`config.mk`:
```
export PLATFORM = sky130hd
export DESIGN_NAME = oled_seq_ctrl
export DESIGN_NICKNAME = d
export VERILOG_FILES = /design/src/rtl/oled_seq_ctrl.sv
export SDC_FILE = /design/constraint.sdc
export NUM_CORES = 1
export LEC_CHECK = 0
export CAP_MARGIN = 20
export CORE_MARGIN = 2
export CORE_UTILIZATION = 57
export CTS_CLUSTER_SIZE = 10
export DETAILED_ROUTE_END_ITERATION = 16
export PLACE_DENSITY = 0.77
export SYNTH_ARGS = -nofsm -noshare
export SYNTH_HDL_FRONTEND = slang
export SYNTH_SLANG_ARGS = --single-unit
```
`constraint.sdc`:
```
create_clock -name clk -period 3.16 [get_ports clk]
set_input_delay 0.632 -clock clk [delete_from_list [all_inputs] [get_ports clk]]
set_output_delay 0.632 -clock clk [all_outputs]
set_load 0.05 [all_outputs]
```
`src/rtl/oled_seq_ctrl.sv`:
```
// SSD1306 power-up sequencer: timed OLED reset, init command stream, then CPU pass-through.
// Optional macro OLED_SEQ_REINIT_EN adds a reinit input that restarts the sequence from PASS.
module oled_seq_ctrl #(
  parameter string SIMULATE        = "FALSE",
  parameter int    RST_LOW_CYCLES  = 16000,
  parameter int    RST_WAIT_CYCLES = 16000
) (
  input  logic       clk,
  input  logic       rst,
`ifdef OLED_SEQ_REINIT_EN
  input  logic       reinit,
`endif
  input  logic [7:0] cpu_data,
  input  logic       cpu_dc,
  input  logic       cpu_valid,
  output logic       cpu_ready,
  output logic [7:0] spi_data,
  output logic       spi_dc,
  output logic       spi_valid,
  input  logic       spi_ready,
  output logic       oled_rst_n,
  output logic       oled_cs_n,
  output logic       init_done
);

  localparam int TL    = (SIMULATE == "TRUE") ? 16 : RST_LOW_CYCLES;
  localparam int TW    = (SIMULATE == "TRUE") ? 16 : RST_WAIT_CYCLES;
  localparam int CNT_W = $clog2((TL > TW) ? TL : TW) + 1;

  localparam logic [1:0] ST_RST_LOW  = 2'd0;
  localparam logic [1:0] ST_RST_WAIT = 2'd1;
  localparam logic [1:0] ST_INIT     = 2'd2;
  localparam logic [1:0] ST_PASS     = 2'd3;

  localparam logic [4:0] LAST_IDX = 5'd24;

  function automatic logic [7:0] rom_byte(input logic [4:0] i);
    case (i)
      5'd0:    rom_byte = 8'hAE;
      5'd1:    rom_byte = 8'hD5;
      5'd2:    rom_byte = 8'h80;
      5'd3:    rom_byte = 8'hA8;
      5'd4:    rom_byte = 8'h3F;
      5'd5:    rom_byte = 8'hD3;
      5'd6:    rom_byte = 8'h00;
      5'd7:    rom_byte = 8'h40;
      5'd8:    rom_byte = 8'h8D;
      5'd9:    rom_byte = 8'h14;
      5'd10:   rom_byte = 8'h20;
      5'd11:   rom_byte = 8'h00;
      5'd12:   rom_byte = 8'hA1;
      5'd13:   rom_byte = 8'hC8;
      5'd14:   rom_byte = 8'hDA;
      5'd15:   rom_byte = 8'h12;
      5'd16:   rom_byte = 8'h81;
      5'd17:   rom_byte = 8'hCF;
      5'd18:   rom_byte = 8'hD9;
      5'd19:   rom_byte = 8'hF1;
      5'd20:   rom_byte = 8'hDB;
      5'd21:   rom_byte = 8'h40;
      5'd22:   rom_byte = 8'hA4;
      5'd23:   rom_byte = 8'hA6;
      5'd24:   rom_byte = 8'hAF;
      default: rom_byte = 8'h00;
    endcase
  endfunction

  logic [1:0]       state;
  logic [CNT_W-1:0] cnt;
  logic [4:0]       idx;
  logic [7:0]       data_r;
  logic             valid_r;
  logic             xfer_init;
  logic             reinit_req;

`ifdef OLED_SEQ_REINIT_EN
  assign reinit_req = reinit & (state == ST_PASS);
`else
  assign reinit_req = 1'b0;
`endif

  assign xfer_init = (state == ST_INIT) & valid_r & spi_ready;

  always_ff @(posedge clk or negedge rst) begin
    if (!rst) begin
      state   <= ST_RST_LOW;
      cnt     <= '0;
      idx     <= '0;
      data_r  <= '0;
      valid_r <= 1'b0;
    end else begin
      case (state)
        ST_RST_LOW: begin
          if (cnt == CNT_W'(TL - 1)) begin
            cnt   <= '0;
            state <= ST_RST_WAIT;
          end else begin
            cnt <= cnt + 1'b1;
          end
        end
        ST_RST_WAIT: begin
          // First init byte is loaded here so it is valid on the first INIT cycle.
          if (cnt == CNT_W'(TW - 1)) begin
            cnt     <= '0;
            idx     <= '0;
            state   <= ST_INIT;
            valid_r <= 1'b1;
            data_r  <= rom_byte(5'd0);
          end else begin
            cnt <= cnt + 1'b1;
          end
        end
        ST_INIT: begin
          if (xfer_init) begin
            if (idx == LAST_IDX) begin
              state   <= ST_PASS;
              valid_r <= 1'b0;
              data_r  <= '0;
            end else begin
              idx    <= idx + 1'b1;
              data_r <= rom_byte(idx + 5'd1);
            end
          end
        end
        ST_PASS: begin
          if (reinit_req) begin
            state <= ST_RST_LOW;
            cnt   <= '0;
            idx   <= '0;
          end
        end
        default: state <= ST_RST_LOW;
      endcase
    end
  end

  assign oled_rst_n = (state != ST_RST_LOW);
  assign oled_cs_n  = !((state == ST_INIT) || (state == ST_PASS));
  assign init_done  = (state == ST_PASS);

  // A reinit request also blocks the pass-through valid so no byte reaches the master unacknowledged.
  always_comb begin
    spi_data  = data_r;
    spi_dc    = 1'b0;
    spi_valid = valid_r;
    cpu_ready = 1'b0;
    if (state == ST_PASS) begin
      spi_data  = cpu_data;
      spi_dc    = cpu_dc;
      spi_valid = cpu_valid & ~reinit_req;
      cpu_ready = spi_ready & ~reinit_req;
    end
  end

endmodule
```
==> reports/qor.csv, run 1 <==
stage;metric;value;unit
run_status;status;complete, no violations;
sta;Final Hold Viols;0;
critical_path;reg2reg setup slack;720;ps
clocking;clk root buf;clkbuf_8;
layout;share of layout cells above drive strength 1;0.125;
layout;Final Cell Area;2830;µm²
clocking;Clock transition at path regs;70;ps
min_path;WHS Endpoint;cnt[14];
sta;worst-margin pin slew;619;ps
clocking;Clk Latency, worst-skew pair;290;ps
floorplanning;Die ar.;4850;µm²
pwr;PD cells;255;nW/µm²
synth;top-count cell post-synth;nand2_1;
pwr;Switching Share;0.219;
pwr;Combinational Power Share;0.033;
clocking;CTS Sinks;31;
drt;antenna-violating nets left;0;
placement;GP Congestion;0.891;
critical_path;endpoint type of the worst setup path;output pin;
sta;RSZ-0062 raised after global routing;no;
pwr;P_int;0.565;mW
critical_path;Buffers & Inverters on Critical Path;1;
grt;largest net degree at the start of global routing;32;
synth;sequential fraction of the synthesis area;0.316;
synth;#FFs+latches synth;31;
critical_path;Critical Path AT;2380;ps
drt;DRT Wirelength;5950;µm
critical_path;Worst Reg2Reg Path Length in Cells;7;
grt;vias in the first global route;2113;
critical_path;critical path's largest stage delay;700;ps
synth;Netlist cell types;57;
critical_path;Stages on worst setup path;3;
synth;post-synth top area share;0.316;
synth;syn avg cell area;8.50;µm²
min_path;Worst Hold Path Cells;1;
clocking;CTS Hold Buffers Added;0;
placement;port bufs;26;
min_path;worst hold-check path type;reg -> reg;
placement;Placed Cells incl. Taps;355;
sta;Clock Skews;11.5;ps
clocking;CTS HTree Levels;2;
grt;total track usage;0.256;
clocking;total CTS buffers;5;
drt;via/cell ratio;6.28;
floorplanning;die height;69.7;µm
layout;Non-Filler Instances;363;
pwr;Flop pwr share;0.548;
pwr;sw power;0.159;mW
synth;synthesized instance count;289;
floorplanning;io pins;27;
floorplanning;die span in x;69.7;µm
synth;leading cell types by count after synthesis;nand2_1, dfrtp_1, nor2_1, a21oi_1, o21ai_0;
placement;dpl cell area;2750;µm²
floorplanning;standard-cell rows;23;
critical_path;Worst Setup Start Kind;flip-flop;
pwr;Leak Pwr;1.19;nW
synth;number of flops mapped to enable cells by yosys;0;
job;MaxCap Viol Count;0;
sta;final setup fails;0;
placement;hpwl dp;4340;µm
drt;WL per Instance;16.4;µm
floorplanning;initial core utilization;0.601;
critical_path;CP top delay family;buffers and inverters;
drt;Remaining DRCs;0;
sta;max_slew headroom;0.587;
grt;first-pass GRT wire length;10100;µm
clocking;post-CTS sizing;0;
synth;ys async rst share;1.00;
floorplanning;core area;4090;µm²
critical_path;critical path cell sequence;ha_1 > mux2_2 > clkdlybuf4s50_1;
sta;max-slew violations;0;
sta;highest clock rate;0.332;GHz
layout;synthesis-to-finish area growth;15.3;%
layout;final core utilization;0.693;
critical_path;worst-path fanout max;14;
sta;period utilization;0.955;
critical_path;critical path class;reg -> out;
sta;minimum clock period;3020;ps
layout;number of diodes;0;
layout;Post-layout nets;336;
synth;Mapped Area;2460;µm²
synth;top_reg_cell synth;dfrtp_1;
critical_path;reg2reg start;idx[1];
min_path;worst hold start;cnt[14];
critical_path;required time worst endpoint;2530;ps
sta;setup total negative slack;0;ps
clocking;CTS tree;done;
synth;Synth area leader;dfrtp_1;
synth;Syn Nets;313;
pwr;Clock power frac;0.419;
synth;synth top area cells;dfrtp_1, ha_1, nand2_1;
drt;Pre-antenna DRT Iters;5;
drt;via count;2279;
grt;GR Overflow Total;0;
critical_path;reg2reg end;state[1];
critical_path;slowest stage cell, crit path;clkdlybuf4s50_1;
pwr;peak supply drop;278;µV
grt;initial antenna violation count;0;
clocking;post-CTS setup buffer count;0;
clocking;maximum clock path buffer count;2;
synth;synthesis warning total;0;
drt;Starting DRT DRC Count;283;
## worst max path at each step
stage	slack, ps	to	start
final	140	spi_data[0]	state[0]
after global routing	60	spi_data[0]	state[0]
after CTS	120	spi_data[0]	state[0]
after detailed placement	420	cpu_ready	spi_ready
after global placement	460	cpu_ready	spi_ready
after floorplan	730	oled_cs_n	state[0]
## placed cells by master, fill, tap and decap left out, types with 5 or more instances in the layout
cell             netlist  routed
o21ai_0               17      17
xnor2_1                7       7
nor2_1                26      26
a31oi_1                9       9
a21oi_1               18      18
nand2_1               32      32
nor2b_1                5       5
clkdlybuf4s50_1        0      26
xor2_1                13      13
o22ai_1                6       6
dfrtp_1               31      31
inv_1                 11      11
clkbuf_8               0       5
ha_1                  11      11
buf_4                  2       8
mux2_2                10      10
nand3_1               11      11
## metal layers
metal | share of wire | routed length, µm | track usage | vias to the layer above
met4 | 0.027 | 160 | 0.111 | 0
met2 | 0.45 | 2650 | 0.387 | 106
met3 | 0.068 | 404 | 0.0407 | 15
met5 | 0 | 0 | 0 | -
li1 | - | - | - | 1077
met1 | 0.46 | 2740 | 0.364 | 1081
## kinds of logic (layout without fill, tap and decap cells)
group / count (synthesis) / after routing / synth area share
flops: 31 / 31 / 0.316
buf+inv: 30 / 54 / 0.0545
mux: 15 / 15 / 0.0672
fa+ha+maj: 11 / 11 / 0.0560
xor+xnor: 23 / 23 / 0.0911
simple gates: 97 / 97 / 0.193
compound gates: 82 / 82 / 0.222
## power by group through the flow
stage                     clock [mW]  sequential (mW)  combinational (mW)
after global placement             0            0.404              0.0236
after floorplan                    0            0.404            0.000399
after CTS                      0.310            0.397              0.0244
final                          0.303            0.397              0.0236
after global routing           0.324            0.397              0.0268
after detailed placement           0            0.404              0.0243
## state kept, by name (all words and copies together), names as in the netlist
signal   flops
valid_r      1
idx          5
cnt         15
data_r       8
state        2
## cell type report
cell class                      instances  area, µm²
Timing Repair Buffer                   34        320
Clock buffer                            7       76.3
Inverter                               12       45.0
Sequential cell                        31        776
Fill cell                             359       1250
Tap cell                               50       62.6
Clock inverter                          1       5.00
Multi-Input combinational cell        228       1550
## metrics by stage
step	total power [mW]	worst slack (ps)	hold WS (ps)
6_report	0.724	144	480
5_1_grt	0.748	60.8	503
4_1_cts	0.731	122	480
3_5_place_dp	0.429	420	466
3_3_place_gp	0.428	455	461
2_1_floorplan	0.405	732	336
(Power assumes the default switching activity.)
==> run 2: changes to the inputs <==
Settings changed: REMOVE_ABC_BUFFERS from default to 1.
==> run 2 against run 1 <==
Compared with the run above:
- hold slack gained 1.9 ps
- non-clock buffer count grew 1
- cell area grew 0.93%
- clock-buffer cell count grew 1
- register-to-register slack lost 60 ps
- highest routed layer unchanged
- sequential cell count is the same
- sequential share of layout area shrank 0.25 points
- critical path depth is the same
- wire length shrank 0.39%
- via count shrank 0.53%
- clock power grew 13%
- setup slack gained 41 ps
==> reports/qor.csv, run 2 (synthesized netlist as in run 1, its figures left out) <==
stage;metric;value;unit;change
clocking;total CTS buffers;5;;unchanged
critical_path;Worst Setup Start Kind;flip-flop;;
critical_path;endpoint type of the worst setup path;output pin;;
sta;max_slew headroom;0.596;;+0.00928
clocking;maximum clock path buffer count;2;;unchanged
sta;worst-margin pin slew;605;ps;-13.9 ps
sta;minimum clock period;2980;ps;-40.8 ps
sta;Final Hold Viols;0;;unchanged
floorplanning;standard-cell rows;23;;unchanged
critical_path;CP top delay family;buffers and inverters;;
critical_path;critical path class;reg -> out;;
clocking;clk root buf;clkbuf_8;;
clocking;Clk Latency, worst-skew pair;280;ps;about the same
layout;Final Cell Area;2860;µm²;+0.93%
drt;Remaining DRCs;0;;unchanged
job;MaxCap Viol Count;0;;unchanged
pwr;Overall Power;0.763;mW;+5.4%
layout;Post-layout nets;337;;+0.30%
sta;RSZ-0062 raised after global routing;no;;
drt;DRT Wirelength;5930;µm;-0.39%
floorplanning;die height;69.7;µm;unchanged
floorplanning;io pins;27;;unchanged
placement;hpwl dp;4170;µm;-3.7%
layout;number of diodes;0;;unchanged
floorplanning;initial core utilization;0.601;;unchanged
clocking;post-CTS sizing;0;;unchanged
floorplanning;die span in x;69.7;µm;unchanged
drt;Pre-antenna DRT Iters;6;;+1
pwr;Leak Pwr;1.20;nW;+1.1%
clocking;CTS tree;done;;
layout;FILL cells;319;;-11%
drt;via count;2267;;-0.53%
critical_path;critical path's largest stage delay;710;ps;about the same
placement;port bufs;26;;unchanged
grt;total track usage;0.258;;+0.00137
grt;vias in the first global route;2102;;-0.52%
critical_path;Critical Path AT;2340;ps;-40 ps
critical_path;Buffers & Inverters on Critical Path;1;;unchanged
sta;highest clock rate;0.336;GHz;+1.4%
drt;antenna-violating nets left;0;;unchanged
placement;GP Congestion;0.992;;+11%
floorplanning;Die ar.;4850;µm²;unchanged
clocking;Clock transition at path regs;60;ps;about the same
critical_path;critical path cell sequence;ha_1 > mux2_2 > clkdlybuf4s50_1;;
clocking;post-CTS setup buffer count;0;;unchanged
sta;Clock Skews;4.01;ps;-7.49 ps
critical_path;slowest stage cell, crit path;clkdlybuf4s50_1;;
drt;Starting DRT DRC Count;292;;+3.2%
layout;Most flops, register;cnt;;
layout;Regs by FF count;cnt (15), data_r (8), idx (5);;
drt;WL per Instance;16.3;µm;-0.66%
layout;area of the multi-input gates;1550;µm²;unchanged
clocking;CTS Sinks;31;;unchanged
sta;period utilization;0.942;;-0.0129
critical_path;worst-path fanout max;14;;unchanged
grt;GR Overflow Total;0;;unchanged
layout;share of layout cells above drive strength 1;0.131;;+0.00597
floorplanning;core area;4090;µm²;unchanged
layout;Storage cell area;776;µm²;unchanged
pwr;PD cells;267;nW/µm²;+4.5%
sta;setup total negative slack;0;ps;unchanged
critical_path;required time worst endpoint;2530;ps;about the same
layout;synthesis-to-finish area growth;16.3;%;
sta;max-slew violations;0;;unchanged
clocking;CTS HTree Levels;2;;unchanged
grt;largest net degree at the start of global routing;32;;unchanged
grt;first-pass GRT wire length;10200;µm;+1.2%
sta;final setup fails;0;;unchanged
clocking;CTS Hold Buffers Added;0;;unchanged
layout;max FFs per register;15;;unchanged
run_status;status;complete, no violations;;
grt;initial antenna violation count;0;;unchanged
layout;most common cell after layout, fill and taps aside;nand2_1;;
pwr;peak supply drop;370;µV;+33%
sta;crit path setup slack, layout;184;ps;+40.8 ps
placement;dpl cell area;2760;µm²;+0.27%
drt;via/cell ratio;6.23;;-0.80%
layout;most frequent cells in the layout;nand2_1, dfrtp_1, nor2_1, clkdlybuf4s50_1, a21oi_1;;
placement;DP Worst Slack;447;ps;+27.0 ps
min_path;worst hold-check path type;reg -> reg;;
run 2: cell count changes in the layout (fill, tap and decap cells not counted):
cell      change
buf_4         +1
clkbuf_1      -1
clkbuf_8      +2
clkinv_2      -1
run 2: metrics by stage:
step	hold WS, ps	std cells	util
5_1_grt	504	364	0.700
4_1_cts	479	364	0.700
3_5_place_dp	463	356	0.675
2_1_floorplan	336	271	-
6_report	482	364	0.700
3_3_place_gp	458	356	0.675
run 2: worst register-to-register path, delay by kind of cell (launching register included):
| family | cells | cell delay [ps] |
|---|---|---|
| simple gates | 1 | 390 |
| buf+inv | 1 | 230 |
| flops | 1 | 600 |
| mux | 1 | 200 |
| fa+ha+maj | 1 | 470 |
| compound gates | 3 | 530 |
run 2: per-layer routing:
layer	share of wire	track usage	vias to the layer above
li1	-	-	1080
met4	0.018	0.0684	0
met5	0	0	-
met2	0.46	0.401	100
met3	0.069	0.0494	13
met1	0.46	0.369	1074
run 2: cell type report:
class                           instances  area share
Clock buffer                            8      0.0350
Multi-Input combinational cell        228       0.541
Tap cell                               50      0.0219
Inverter                               12      0.0158
Sequential cell                        31       0.271
Timing Repair Buffer                   35       0.115
run 2: final timing paths:
kind,cells after the start,startpoint,end,slack [ps]
hold / removal,1,cnt[14],cnt[14],480
min in group asynchronous,2,rst,cnt[0],750
hold reg to reg,1,cnt[14],cnt[14],480
max in group asynchronous,2,rst,idx[1],2110
setup reg to reg,7,idx[0],data_r[3],660
setup / recovery,3,state[0],spi_data[3],180
run 2: where the power goes:
part	switching [mW]	internal, mW
registers	0	0.397
logic	0.00998	0.0138
clock network	0.144	0.199
total	0.153	0.609
